--- src/rtl/spi_reply_framer_if.sv ---
// Bundle between the reply framer, the per-slave reply FIFOs and the host transmit FIFO.
// The framer takes the master side; the FIFOs and host path take the slave side.
interface spi_reply_framer_if #(
   parameter int N_SLAVES = 3
);
   logic [N_SLAVES-1:0]   have_msg_bus;
   logic [8*N_SLAVES-1:0] len_bus;
   logic [8*N_SLAVES-1:0] s_dout_bus;
   logic [N_SLAVES-1:0]   s_rdreq_bus;
   logic [7:0]            tx_data;
   logic                  tx_wrreq;
   logic                  tx_full;
   logic                  busy;

   modport master (
      input  have_msg_bus, len_bus, s_dout_bus, tx_full,
      output s_rdreq_bus, tx_data, tx_wrreq, busy
   );

   modport slave (
      output have_msg_bus, len_bus, s_dout_bus, tx_full,
      input  s_rdreq_bus, tx_data, tx_wrreq, busy
   );
endinterface

--- src/rtl/spi_reply_framer.sv ---
// Round-robin drain of per-slave SPI reply FIFOs into one host byte stream, framed as
// SYNC, ADDR, LEN, payload, XOR checksum (the checksum covers everything except SYNC).
module spi_reply_framer #(
   parameter int         N_SLAVES  = 3,
   parameter logic [7:0] SYNC_BYTE = 8'h5A,
   parameter logic [7:0] ADDR_BASE = 8'h10
) (
   input logic                clk,
   input logic                n_rst,
   spi_reply_framer_if.master bus
);
   localparam int SW = (N_SLAVES > 1) ? $clog2(N_SLAVES) : 1;

   typedef enum logic [2:0] {IDLE, SYNC, ADDR, LEN, RD, WR, CSUM} state_t;

   state_t        state_q;
   logic [SW-1:0] sel_q;
   logic [SW-1:0] start_q;
   logic [6:0]    cnt_q;
   logic [7:0]    chk_q;

   logic [7:0]    len_arr  [N_SLAVES];
   logic [7:0]    dout_arr [N_SLAVES];
   logic          grant;
   logic [SW-1:0] grant_idx;
   logic [7:0]    grant_len;
   logic [6:0]    grant_cnt;
   logic [7:0]    addr_byte;
   logic [7:0]    len_byte;
   logic [7:0]    pay_byte;
   logic          unused_len_hi;

   always_comb begin
      for (int i = 0; i < N_SLAVES; i++) begin
         len_arr[i]  = bus.len_bus[8*i +: 8];
         dout_arr[i] = bus.s_dout_bus[8*i +: 8];
      end
   end

   // Walk from the highest offset down so the lowest offset after start_q wins.
   always_comb begin : arb
      int            idx;
      logic [SW-1:0] cand;
      grant     = 1'b0;
      grant_idx = '0;
      idx       = 0;
      cand      = '0;
      for (int k = N_SLAVES - 1; k >= 0; k--) begin
         idx = int'(start_q) + k;
         if (idx >= N_SLAVES) idx = idx - N_SLAVES;
         cand = idx[SW-1:0];
         if (bus.have_msg_bus[cand]) begin
            grant     = 1'b1;
            grant_idx = cand;
         end
      end
   end

   // A used-word count of 0 with have_msg high means the FIFO holds 64 words.
   assign grant_len     = len_arr[grant_idx];
   assign grant_cnt     = (grant_len[5:0] == 6'd0) ? 7'd64 : {1'b0, grant_len[5:0]};
   assign unused_len_hi = ^grant_len[7:6];

   assign addr_byte = ADDR_BASE + 8'(sel_q);
   assign len_byte  = {1'b0, cnt_q};
   assign pay_byte  = dout_arr[sel_q];

   always_comb begin
      bus.tx_data     = 8'h00;
      bus.tx_wrreq    = 1'b0;
      bus.s_rdreq_bus = '0;
      bus.busy        = (state_q != IDLE);
      case (state_q)
         SYNC: begin bus.tx_data = SYNC_BYTE; bus.tx_wrreq = !bus.tx_full; end
         ADDR: begin bus.tx_data = addr_byte; bus.tx_wrreq = !bus.tx_full; end
         LEN:  begin bus.tx_data = len_byte;  bus.tx_wrreq = !bus.tx_full; end
         WR:   begin bus.tx_data = pay_byte;  bus.tx_wrreq = !bus.tx_full; end
         CSUM: begin bus.tx_data = chk_q;     bus.tx_wrreq = !bus.tx_full; end
         RD:   bus.s_rdreq_bus[sel_q] = !bus.tx_full;
         default: ;
      endcase
   end

   always_ff @(posedge clk or negedge n_rst) begin
      if (!n_rst) begin
         state_q <= IDLE;
         sel_q   <= '0;
         start_q <= '0;
         cnt_q   <= '0;
         chk_q   <= '0;
      end else begin
         case (state_q)
            IDLE: if (grant) begin
               sel_q   <= grant_idx;
               cnt_q   <= grant_cnt;
               chk_q   <= 8'h00;
               state_q <= SYNC;
            end
            SYNC: if (!bus.tx_full) state_q <= ADDR;
            ADDR: if (!bus.tx_full) begin
               chk_q   <= chk_q ^ addr_byte;
               state_q <= LEN;
            end
            LEN: if (!bus.tx_full) begin
               chk_q   <= chk_q ^ len_byte;
               state_q <= RD;
            end
            RD: if (!bus.tx_full) state_q <= WR;
            // FIFO q holds while stalled here since no new rdreq is issued.
            WR: if (!bus.tx_full) begin
               chk_q   <= chk_q ^ pay_byte;
               cnt_q   <= cnt_q - 7'd1;
               state_q <= (cnt_q == 7'd1) ? CSUM : RD;
            end
            CSUM: if (!bus.tx_full) begin
               start_q <= (sel_q == SW'(N_SLAVES - 1)) ? '0 : sel_q + 1'b1;
               state_q <= IDLE;
            end
            default: state_q <= IDLE;
         endcase
      end
   end
endmodule

--- src/flat_wrapper.sv ---
// flat-port wrapper written by rule: the top's interface ports become plain ports
module spi_reply_framer_flat 
#(
   parameter int         N_SLAVES  = 3,
   parameter logic [7:0] SYNC_BYTE = 8'h5A,
   parameter logic [7:0] ADDR_BASE = 8'h10
)
  (clk, n_rst, bus_have_msg_bus, bus_len_bus, bus_s_dout_bus, bus_tx_full, bus_s_rdreq_bus, bus_tx_data, bus_tx_wrreq, bus_busy);
  spi_reply_framer_if #(.N_SLAVES(N_SLAVES)) bus_i ();
  input logic clk;
  input logic n_rst;
  input wire logic [$bits(bus_i.have_msg_bus)-1:0] bus_have_msg_bus;
  input wire logic [$bits(bus_i.len_bus)-1:0] bus_len_bus;
  input wire logic [$bits(bus_i.s_dout_bus)-1:0] bus_s_dout_bus;
  input wire logic [$bits(bus_i.tx_full)-1:0] bus_tx_full;
  output wire logic [$bits(bus_i.s_rdreq_bus)-1:0] bus_s_rdreq_bus;
  output wire logic [$bits(bus_i.tx_data)-1:0] bus_tx_data;
  output wire logic [$bits(bus_i.tx_wrreq)-1:0] bus_tx_wrreq;
  output wire logic [$bits(bus_i.busy)-1:0] bus_busy;
  assign bus_i.have_msg_bus = bus_have_msg_bus;
  assign bus_i.len_bus = bus_len_bus;
  assign bus_i.s_dout_bus = bus_s_dout_bus;
  assign bus_i.tx_full = bus_tx_full;
  assign bus_s_rdreq_bus = bus_i.s_rdreq_bus;
  assign bus_tx_data = bus_i.tx_data;
  assign bus_tx_wrreq = bus_i.tx_wrreq;
  assign bus_busy = bus_i.busy;
  spi_reply_framer #(.N_SLAVES(N_SLAVES), .SYNC_BYTE(SYNC_BYTE), .ADDR_BASE(ADDR_BASE)) u_core (.clk(clk), .n_rst(n_rst), .bus(bus_i));
endmodule
--- config.mk ---
export PLATFORM = sky130hd
export DESIGN_NAME = spi_reply_framer_flat
export DESIGN_NICKNAME = d
export VERILOG_FILES = /design/src/rtl/spi_reply_framer_if.sv /design/src/rtl/spi_reply_framer.sv /design/src/flat_wrapper.sv
export SDC_FILE = /design/constraint.sdc
export NUM_CORES = 1
export LEC_CHECK = 0
export CAP_MARGIN = 20
export CORE_ASPECT_RATIO = 2
export CORE_MARGIN = 4
export CORE_UTILIZATION = 40
export DETAILED_ROUTE_END_ITERATION = 10
export PLACE_DENSITY = 0.81
export SYNTH_ARGS = -nofsm -noshare
export SYNTH_HDL_FRONTEND = slang
export SYNTH_SLANG_ARGS = --single-unit
--- constraint.sdc ---
create_clock -name clk -period 2.8 [get_ports clk]
set_input_delay 0.28 -clock clk [delete_from_list [all_inputs] [get_ports clk]]
set_output_delay 0.28 -clock clk [all_outputs]
set_load 0.05 [all_outputs]
# After elaboration in Yosys (flattened, before gate mapping)
# Cells that the tools add are included.
# word_totals
ff_bits	22
mem_bits_ro	0
n_memories	0
out_inout_bits	13
inputBits	54
latchBits	0
ramBits	0
word_cells	103
# op_classes
n_addsub	8
order_cmp	10
eq_ne	15
muxes	45
multipliers	0
bitwise_logic	7
n_reduce_logical	13
shifts	0
n_div	0
# op_table
operator	n
two-way mux 8 bit	6
case mux 8 bit (5 select lines)	1
binary-select mux 8 bit (select 2 bit)	2
case mux 8 bit (4 select lines)	1
two-way mux 3 bit	8
two-way mux 7 bit	3
case mux 3 bit (7 select lines)	1
two-way mux 2 bit	8
bitwise XOR 8 bit	2
case mux 7 bit (2 select lines)	1
less-than comparator 2 x 3 -> 1 bit, second input constant	4
two-way mux 6 bit	2
inequality test 2 bit, second input constant	6
equality test 3 bit, second input constant	3
two-way mux 1 bit	8
bitwise XOR 8 x 7 -> 8 bit	1
equality test 7 x 1 -> 1 bit, second input constant	1
AND reduction 7 bit	1
subtractor 7 x 1 -> 7 bit, second input constant	1
adder 5 x 2 -> 6 bit, first input constant	1
binary-select mux 1 bit (select 2 bit)	3
equality test 3 x 2 -> 1 bit, second input constant	2
>= comparator 3 x 2 -> 1 bit, second input constant	2
>= comparator 3 bit, second input constant	2
25 further kinds	28

# Depth between registers and ports, before layout
# logic_depth
ltp_word	16
mapped_depth	11
mapped_depth_nobuf	9

# Worst setup path before layout
# Ideal clock, no wire load.
# synth_timing
kind	register to output
start	register u_core.sel_q[0]
end	output port bus_tx_data[2]
required_ns	2.520
path_buffers	2
path_stages_with_launch	9
t_arrival_ns	2.398
slack_ns	0.122
path_cell_list	dfrtp_1 clkbuf_1 nor2b_1 clkbuf_1 nand2_1 o21ai_0 and3_1 a21oi_1 o21ai_0
# synth_between
elab_chain_len	5
word_cells_on_any_way	6
classes_between	add/sub (1); mux (4); bitwise (1)
# synth_rtl
element	line	rtl
start, declared	spi_reply_framer.sv:17	logic [SW-1:0] sel_q;
start signal, assigned	spi_reply_framer.sv:94	sel_q <= grant_idx;
parallel branches: the longest is 4 deep, another holds adder 5 x 2 -> 6 bit	n/a	
case mux 8 bit (5 select lines) *	spi_reply_framer.sv:73	case (state_q)
end, declared	flat_wrapper.sv:17	output wire logic [$bits(bus_i.tx_data)-1:0] bus_tx_data;
# Every way passes the cells marked *. The select of a mux whose other input is x is not followed.

# Worst setup path after layout
# layout_timing
start	register u_core.start_q[1]
end	register u_core.cnt_q[1]
# layout_between
elab_chain_len	16
word_cells_on_any_way	33
classes_between	add/sub (5); order compare (3); eq/ne (1); mux (21); bitwise (1); reduce/logical (2)
# layout_rtl
element	line	rtl
start, declared	spi_reply_framer.sv:18	logic [SW-1:0] start_q;
start signal, assigned	spi_reply_framer.sv:116	start_q <= (sel_q == SW'(N_SLAVES - 1)) ? '0 : sel_q + 1'b1;
adder 2 x 2 -> 3 bit	spi_reply_framer.sv:49	idx = int'(start_q) + k;
>= comparator 3 x 2 -> 1 bit or subtractor 2 x 1 -> 2 bit (tied branches)	spi_reply_framer.sv:50	if (idx >= N_SLAVES) idx = idx - N_SLAVES;
two-way mux 2 bit	spi_reply_framer.sv:50	
binary-select mux 1 bit (select 2 bit)	spi_reply_framer.sv:52	if (bus.have_msg_bus[cand]) begin
two-way mux 1 bit (implied by the code)	spi_reply_framer.sv:52	
two-way mux 2 bit (3 in a row)	spi_reply_framer.sv:52	
inverter 2 -> 3 bit (implied by the code)	spi_reply_framer.sv:60	assign grant_len = len_arr[grant_idx];
binary-select mux 8 bit (select 2 bit)	spi_reply_framer.sv:60	
two-way mux 6 bit (implied by the code) (2 in a row)	spi_reply_framer.sv:60	
zero test 6 bit	spi_reply_framer.sv:61	assign grant_cnt = (grant_len[5:0] == 6'd0) ? 7'd64 : {1'b0, grant_len[5:0]};
two-way mux 7 bit	spi_reply_framer.sv:61	
two-way mux 7 bit	spi_reply_framer.sv:93	IDLE: if (grant) begin
case mux 7 bit (2 select lines)	spi_reply_framer.sv:92	case (state_q)
end signal, assigned	spi_reply_framer.sv:95	cnt_q <= grant_cnt;
end signal, assigned	spi_reply_framer.sv:112	cnt_q <= cnt_q - 7'd1;
end, declared	spi_reply_framer.sv:19	logic [6:0] cnt_q;
# Several ways; a longest one is shown, not always the timed one. The select of a mux whose other input is x is not followed.
# A chain may end at the register's enable or synchronous reset.

==> results.tsv <==
stage	metric	value	unit
global_routing	global-route wire length before repair	10.7	mm
power_and_ir_drop	internal power	1.70	mW
setup_path	crit-path max FO	9	
sta	endpoints failing setup	0	
cells_and_area	share of cells above drive strength 1	0.116	
placed_design	pre-CTS WS	0.151	ns
outcome	status	finished clean	
yosys	post-synth net total	338	
power_and_ir_drop	Clk network pwr share	0.064	
setup_path	WP data required	2.95	ns
setup_path	number of cells on the critical path	8	
yosys	number of flops mapped to enable cells by yosys	0	
power_and_ir_drop	Reg power frac	0.191	
power_and_ir_drop	Peak VDD IR	1.01	mV
sta	fmax	376	MHz
die	die height	112	um
die	Die ar.	6750	sq um
power_and_ir_drop	logic gate share of total power	0.744	
detailed_routing	routed vias/inst	6.17	
setup_path	Critical path buffers and inverters	1	
yosys	Synth Area per Inst	7.79	sq um
yosys	Synth async-reset ratio	1.00	
die	Initial Utilization	0.416	
clock_tree	Post-CTS Hold Fix Bufs	0	
die	die extent in x	60.1	um
yosys	warnings from Yosys	0	
cells_and_area	final instance area	2960	sq um
detailed_routing	drt first-iter violations	124	
setup_path	FF-to-FF setup slack	0.14	ns
placed_design	placed cell area	2900	sq um
sta	Final Hold Fails	0	
setup_path	Critical Path Sink Type	register	
sta	Max Slew Vio Count	0	
global_routing	GRT Residual Overflow	0	
detailed_routing	Via Count	2436	
clock_tree	clock insertion delay at the later pin of the skew report	0.26	ns
yosys	Gate Count Post-Synth	279	
sta	setup ws final	0.140	ns
global_routing	vias in the first global route	2418	
clock_tree	clock slew at reported path FFs	0.08	ns
detailed_routing	# DRC	0	
sta	Clock Skew	0.00431	ns
die	I/O pin count	67	
setup_path	worst r2r path cells	8	
setup_path	Worst R2R Start	u_core.start_q[1]	
power_and_ir_drop	Total Power	3.56	mW
clock_tree	Root Driver	clkbuf_8	
setup_path	crit path cell chain	inv_1, ha_1, mux2i_1, nand2b_1, a2111oi_4, or2_0, o21ai_1, a22o_1	
die	core area	5230	sq um
setup_path	CP Class	reg -> reg	
yosys	sequential-to-total area share from yosys stat	0.253	
cells_and_area	ANT cells	0	
sta	Tcrit/Tclk final	0.950	
clock_tree	H-tree depth	1	
clock_tree	CTS tree	done	
yosys	Yosys cell types	58	
clock_tree	setup repair bufs after CTS	0	
global_routing	GRT Resource Usage Total	0.201	
setup_path	slowest CP cell	a2111oi_4	
placed_design	I/O Buffers	60	
min_path	HP Class	in -> async	
setup_path	Worst EP arrival	2.81	ns
cells_and_area	commonest non-fill, non-tap cell in the layout	clkdlybuf4s50_1	
power_and_ir_drop	power density cells	1200	nW/um^2
setup_path	CP top delay family	compound AO/OA/AOI/OAI gates	
clock_tree	CTS Buf Count	3	
global_routing	pin count of the biggest net entering global routing	23	
clock_tree	CTS sink cnt	22	
power_and_ir_drop	Static Leakage	1.20	nW
cells_and_area	fin util	0.566	
sta	Slew headroom	0.606	
detailed_routing	DR WL/cell	16.9	um
power_and_ir_drop	Sw Pwr	1.86	mW
yosys	Post-synth top flop	dfrtp_1	
placed_design	GP Congestion	0.896	
setup_path	Worst setup SP type	register	
detailed_routing	WL final	6.69	mm
cells_and_area	area delta synth->final	36.2	%
yosys	Synth Cell Area	2170	sq um
cells_and_area	Post-layout nets	397	
die	row count	37	
setup_path	CP max stage delay	0.54	ns
cells_and_area	most frequent cells in the layout	clkdlybuf4s50_1 (49), nand2_1 (31), o21ai_0 (28), nor2_1 (25)	
sta	Slew @ Worst Pin	0.585	ns
sta	final worst path period need	2.66	ns
power_and_ir_drop	switch share	0.522	
setup_path	reg2reg end	u_core.cnt_q[1]	
placed_design	hpwl dp	5.42	mm
detailed_routing	DR pass1 iterations	5	
run	Max-cap violations	0	
detailed_routing	antenna viol nets, final	0	
sta	TNS Setup	0	ns
clock_tree	Max clock buf depth	2	
yosys	FF+latch count, synth	22	
global_routing	antenna violations before repair	0	
worst max-delay path by stage:
| stage | startpoint | end | slack (ns) |
|---|---|---|---|
| 6_report | u_core.start_q[1] | u_core.cnt_q[1] | 0.14 |
| 5_1_grt | u_core.start_q[1] | u_core.cnt_q[1] | -0.002 |
| 4_1_cts | u_core.start_q[1] | u_core.cnt_q[0] | 0.14 |
| 3_5_place_dp | u_core.start_q[1] | u_core.cnt_q[0] | 0.15 |
| 3_3_place_gp | u_core.start_q[1] | u_core.cnt_q[0] | 0.26 |
| 2_1_floorplan | u_core.sel_q[0] | bus_tx_data[2] | 0.12 |
registers in the layout (all words and copies together) (netlist names):
| signal | flops |
|---|---|
| u_core.chk_q | 8 |
| u_core.cnt_q | 7 |
| u_core.state_q | 3 |
| u_core.sel_q | 2 |
| u_core.start_q | 2 |
final cells by class:
class | instances | area [sq um]
Inverter | 10 | 37.5
Fill cell | 476 | 2270
Clock buffer | 4 | 55.1
Tap cell | 58 | 72.6
Timing Repair Buffer | 72 | 726
Sequential cell | 22 | 551
Multi-Input combinational cell | 229 | 1520
what timing repair did:
item | CTS | global route
setup endpoints to repair | 0 | 4
endpoints found under the hold margin | 0 | 0
gates resized for setup | 0 | 2
synth_stat cells, drive strengths merged (3+ instances only):
cell type,count,area (sq um)
ha,5,62.6
buf,3,21.3
o21ai,31,159
nand2b,6,37.5
or3,3,18.8
a21oi,24,135
nor3b,3,22.5
nand2,31,116
nand3,4,20.0
xor2,3,26.3
a22o,8,70.1
nor2,26,97.6
inv,9,33.8
nor3,8,45.0
dfrtp,22,551
o31ai,3,22.5
clkbuf,15,56.3
o211ai,7,52.6
o22ai,6,37.5
mux2i,16,160
and3,4,25.0
xnor2,3,26.3
cell families (layout without fill, tap and decap cells):
logic type,after synthesis,count (layout),share of synthesized area
compound gates,105,105,0.346
simple gates,95,95,0.211
buf+inv,28,86,0.0529
flops,22,22,0.253
mux,18,18,0.0840
xor+xnor,6,6,0.0242
fa+ha+maj,5,5,0.0288
metrics by stage:
| step | hold WS [ns] | instances |
|---|---|---|
| 6_report | 0.359 | 395 |
| 3_3_place_gp | 0.478 | 391 |
| 2_1_floorplan | -0.0156 | 279 |
| 4_1_cts | 0.371 | 395 |
| 3_5_place_dp | 0.489 | 391 |
| 5_1_grt | 0.384 | 395 |
power groups by stage:
stage	combinational (mW)	sequential, mW	clock [mW]
CTS	2.60	0.674	0.228
detailed placement	2.59	0.677	0
floorplan	1.90	0.577	0
global route	2.85	0.702	0.243
finish	2.65	0.680	0.229
global placement	2.54	0.671	0
layer usage:
layer | GRT usage | vias up | share of wire
met2 | 0.389 | 120 | 0.57
met3 | 0.0173 | 26 | 0.054
met4 | 0.0976 | 0 | 0.049
li1 | - | 1156 | -
met1 | 0.195 | 1134 | 0.33
met5 | 0 | - | 0
(Power assumes the default switching activity.)
